**config.mk**
```make
export PLATFORM = sky130hd
export DESIGN_NAME = dff_pipe
export DESIGN_NICKNAME = d
export VERILOG_FILES = /design/src/rtl/dff_pipe.sv
export SDC_FILE = /design/constraint.sdc
export NUM_CORES = 1
export LEC_CHECK = 0
export ABC_AREA = 1
export BUFFER_PORTS_ARGS = -buffer_cell sky130_fd_sc_hd__buf_2
export CAP_MARGIN = 5
export CORE_ASPECT_RATIO = 1.75
export CORE_MARGIN = 4
export CORE_UTILIZATION = 60
export DETAILED_ROUTE_END_ITERATION = 8
export PLACE_DENSITY = 0.86
export SYNTH_ARGS = -nofsm -noshare
export SYNTH_HDL_FRONTEND = slang
export SYNTH_SLANG_ARGS = --single-unit
```
**constraint.sdc**
```tcl
create_clock -name clk -period 5.4 [get_ports clk]
set_clock_uncertainty 0.15 [all_clocks]
set_input_delay 1.08 -clock clk [delete_from_list [all_inputs] [get_ports clk]]
set_output_delay 1.08 -clock clk [all_outputs]
set_load 0.02 [all_outputs]
```
**src/rtl/dff_pipe.sv**
```systemverilog
// dff_pipe: DEPTH-stage, WIDTH-bit register pipeline with valid/ready handshake,
// per-stage bubble collapse, synchronous flush and a registered occupancy count.
module dff_pipe #(
  parameter int unsigned      WIDTH     = 8,
  parameter int unsigned      DEPTH     = 4,
  parameter logic [WIDTH-1:0] RESET_VAL = '0
) (
  input  logic                       clk,
  input  logic                       rst,
  input  logic                       flush,
  input  logic                       in_valid,
  output logic                       in_ready,
  input  logic [WIDTH-1:0]           in_data,
  output logic                       out_valid,
  input  logic                       out_ready,
  output logic [WIDTH-1:0]           out_data,
  output logic [$clog2(DEPTH+1)-1:0] occupancy
);

  localparam int unsigned OCC_W = $clog2(DEPTH + 1);

  logic [DEPTH-1:0] r_v;
  logic [WIDTH-1:0] r_d [DEPTH];
  logic [OCC_W-1:0] r_occ;

  logic [DEPTH-1:0] w_ready;
  logic [DEPTH-1:0] w_up_v;
  logic [DEPTH-1:0] w_load;
  logic [WIDTH-1:0] w_up_d [DEPTH];
  logic             w_accept;
  logic             w_emit;
  logic [OCC_W-1:0] w_occ_nxt;

  // ready[i] = !v[i] | ready[i+1], unrolled from the output end with a scalar
  // carry so that no bit of w_ready is computed from another bit of itself.
  always_comb begin
    logic w_chain;
    w_chain = out_ready;
    w_ready = '0;
    for (int unsigned j = 0; j < DEPTH; j++) begin
      w_chain            = w_chain | ~r_v[DEPTH-1-j];
      w_ready[DEPTH-1-j] = w_chain;
    end
  end

  always_comb begin
    w_up_v    = '0;
    w_up_v[0] = in_valid;
    w_up_d[0] = in_data;
    for (int unsigned j = 1; j < DEPTH; j++) begin
      w_up_v[j] = r_v[j-1];
      w_up_d[j] = r_d[j-1];
    end
    w_load = w_up_v & w_ready & {DEPTH{~flush}};
  end

  assign in_ready = w_ready[0] & ~flush;
  assign w_accept = in_valid & in_ready;
  assign w_emit   = r_v[DEPTH-1] & out_ready;

  always_comb begin
    w_occ_nxt = r_occ;
    if (flush) begin
      w_occ_nxt = '0;
    end else if (w_accept && !w_emit) begin
      w_occ_nxt = r_occ + OCC_W'(1);
    end else if (!w_accept && w_emit) begin
      w_occ_nxt = r_occ - OCC_W'(1);
    end
  end

  always_ff @(posedge clk) begin
    if (rst) begin
      r_v   <= '0;
      r_occ <= '0;
      for (int unsigned j = 0; j < DEPTH; j++) begin
        r_d[j] <= RESET_VAL;
      end
    end else begin
      r_occ <= w_occ_nxt;
      for (int unsigned j = 0; j < DEPTH; j++) begin
        // A ready stage either takes the upstream word or empties as its own word leaves.
        if (flush) begin
          r_v[j] <= 1'b0;
        end else if (w_ready[j]) begin
          r_v[j] <= w_up_v[j];
        end
        if (w_load[j]) begin
          r_d[j] <= w_up_d[j];
        end
      end
    end
  end

  assign out_valid = r_v[DEPTH-1];
  assign out_data  = r_d[DEPTH-1];
  assign occupancy = r_occ;

endmodule

```
==> qor.yml <==
clock_network:
  cts.htree.levels: 2
  clockBufferDepth: 2
  cts.clk_slew.worst_paths_ps: 60
  tritoncts.num_buffers: 5
  clock-sinks: 39
  postCtsSetupBuffers: 0
  cts_hold_buffers: 0
  post_cts_resized: 0
  cts_root_buf: "clkbuf_8"
  cts_tree: "done"
  clk-insertion-delay-late_ps: 290
cells_and_area:
  diodes: 0
  final_cell_count_no_fill: 213
  mostFrequentLayoutCells: "inv_1 (44), nor2_2 (32), edfxtp_1 (32)"
  final-seq-area_um2: 1100
  syn2layout_area_growth_pct: 13.7
  drive_gt1_frac: 0.382
  final_common_cell: "inv_1"
  layout.nets: 200
  multiInputGateArea_um2: 478
  nFillCells: 179
timing:
  relSlewSlack: 0.244
  holdWs_ps: 380
  hold_viol_final: 0
  finalMaxSlewViolations: 0
  fin_crit_ps: 3050
  layout_setup_ws_ps: 2350
  tightest_slew_ps: 1120
  setup_viol: 0
  rsz0062_at_grt: "no"
  setup_tns_ps: 0
  min_period_over_period: 0.565
  max_freq_ghz: 0.328
pwr:
  p_leak_uw: 0.000845
  report.power.total_uw: 563
  power_per_cell_area_nw_per_um2: 283
  max-vdd-ir-drop_mv: 0.213
place:
  hpwlAfterDp_um: 2040
  preCtsSetupSlack_ps: 2350
  gp_congestion: 0.760
  placed_cells: 205
  portBuffers: 25
detailed_routing:
  final_antenna_net_count: 0
  top_layer: "met4"
  wl_met2_um: 1530
  wl_per_cell_um: 12.0
  dr.pass1.iters: 4
  via_count: 1046
  first_iter_violations: 15
  wirelength_met1_um: 773
  wl_um: 2550
  vias_per_cell: 4.91
  drc_errors: 0
  met3WireLength_um: 152
hold_path:
  min_path_cells: 2
  hold_class: "reg -> reg"
setup_path:
  reg2reg_depth: 5
  critPathTopFamily: "simple AND/OR/NAND/NOR gates"
  worst_path_largest_cell_delay_ps: 160
  worstPathRequired_ps: 4170
  cp-start-kind: "input pin"
  path_cells: "buf_2 > nor2_4 > nand3_2 > nor2_1 > nor2_1 > buf_2"
  worst_ep_arrival_time_ps: 1820
  crit_type: "in -> out"
  critPathCaptureType: "primary output"
  cp_slowest_cell: "nor2_4"
  crit_fanout: 5
  cp.depth: 6
  critical_path_buf_inv_count: 2
logic_synthesis:
  synth_compound_area_frac: 0.0215
  syn_area_um2: 1750
  syn_inst: 153
  synth_nets: 168
  yosys_warnings: 0
  synth_top_cell_area_share: 0.550
  yosysTopAreaCell: "edfxtp_1"
  syn_avg_cell_area_um2: 11.4
  synthTopCellsByArea: "edfxtp_1 (55%), nor2_2 (11%), inv_1 (9.4%), dfxtp_1 (8.0%), nand3_4 (4.0%)"
  synthAdderAreaFrac: 0.0186
  synth-xor-area-share: 0.00501
  synth_mux_area_frac: 0
  ys_ff_latch: 39
  ys_types: 19
  seq_area_frac_synth: 0.630
  synth_simple_gate_area_frac: 0.228
  synth_top_family_by_area: "simple AND/OR/NAND/NOR gates"
grt:
  grt_util_all_layers: 0.149
  grt_pass1_wl_um: 4280
  grt_start_max_net_pins: 12
  grt_antenna_before_repair: 0
  grt_pass1_vias: 1056
  grt-ovfl-total: 0
flow_run:
  maxCapViolCount: 0
outcome:
  status: "completed"
die:
  top_level_ports: 26
  core.rowCount: 25
  die_area_um2: 3870
  coreArea_um2: 2750
  start_util: 0.635
  die_h_um: 79.4
  die_w_um: 48.8
through the flow:
| step | instance area, um2 | utilization |
|---|---|---|
| after floorplan | 1750 | - |
| after global placement | 1910 | 0.693 |
| after detailed placement | 1910 | 0.693 |
| after CTS | 1990 | 0.722 |
| after global routing | 1990 | 0.722 |
| final | 1990 | 0.722 |
cells in the mapped netlist, drive strengths merged:
master   n
nand3    8
dfxtp    7
nor2    39
xor2     1
edfxtp  32
o21ai    1
ha       1
fa       1
o31ai    1
a21oi    5
inv     45
nand2   11
nand4    1
worst paths after layout:
| path | from | endpoint | slack (ps) |
|---|---|---|---|
| worst max register to register | r_v[3]$_SDFFE_PP0P_ | r_d[2][4]$_SDFFCE_PN0P_ | 3330 |
| worst max-delay path | out_ready | in_ready | 2350 |
| worst min-delay path | occupancy[1]$_SDFFE_PP0P_ | occupancy[1]$_SDFFE_PP0P_ | 380 |
| worst min register to register | occupancy[1]$_SDFFE_PP0P_ | occupancy[1]$_SDFFE_PP0P_ | 380 |
metal layers:
layer,GRT usage,vias to the layer above
li1,-,531
met1,0.106,478
met2,0.297,29
met3,0.0598,8
met4,0.0916,0
met5,0,-
registers in the layout, indices dropped and copies added, names as in the netlist:
register and cells:
occupancy 3, r_d 32, r_v 4
area by class of cell:
| class | count | share of cell area |
|---|---|---|
| inverter | 45 | 0.0850 |
| clock buffer | 6 | 0.0365 |
| sequential | 39 | 0.554 |
| timing repair buffer | 25 | 0.0630 |
| clock inverter | 2 | 0.00378 |
| multi-input combinational | 69 | 0.241 |
| tap | 27 | 0.0170 |
power by group:
group,internal [uW],switching (uW),total (uW)
sequential,338,4.46,343
clock,87.9,91.3,179
combinational,12.5,28.3,40.8
total,439,124,563
cells by family after synthesis:
| family | Yosys count |
|---|---|
| AND/OR/NAND/NOR | 59 |
| flip-flops | 39 |
| buffers and inverters | 45 |
| adder cells (fa/ha/maj) | 2 |
| XOR/XNOR | 1 |
| AO/OA/AOI/OAI | 7 |
tightest hold or removal path, delay by kind of cell (launching register included):
family          cells  cell delay, ps
compound gates      1              70
flops               1             330
simple gates        1              70
No activity file was read; power rests on OpenSTA's default activity.
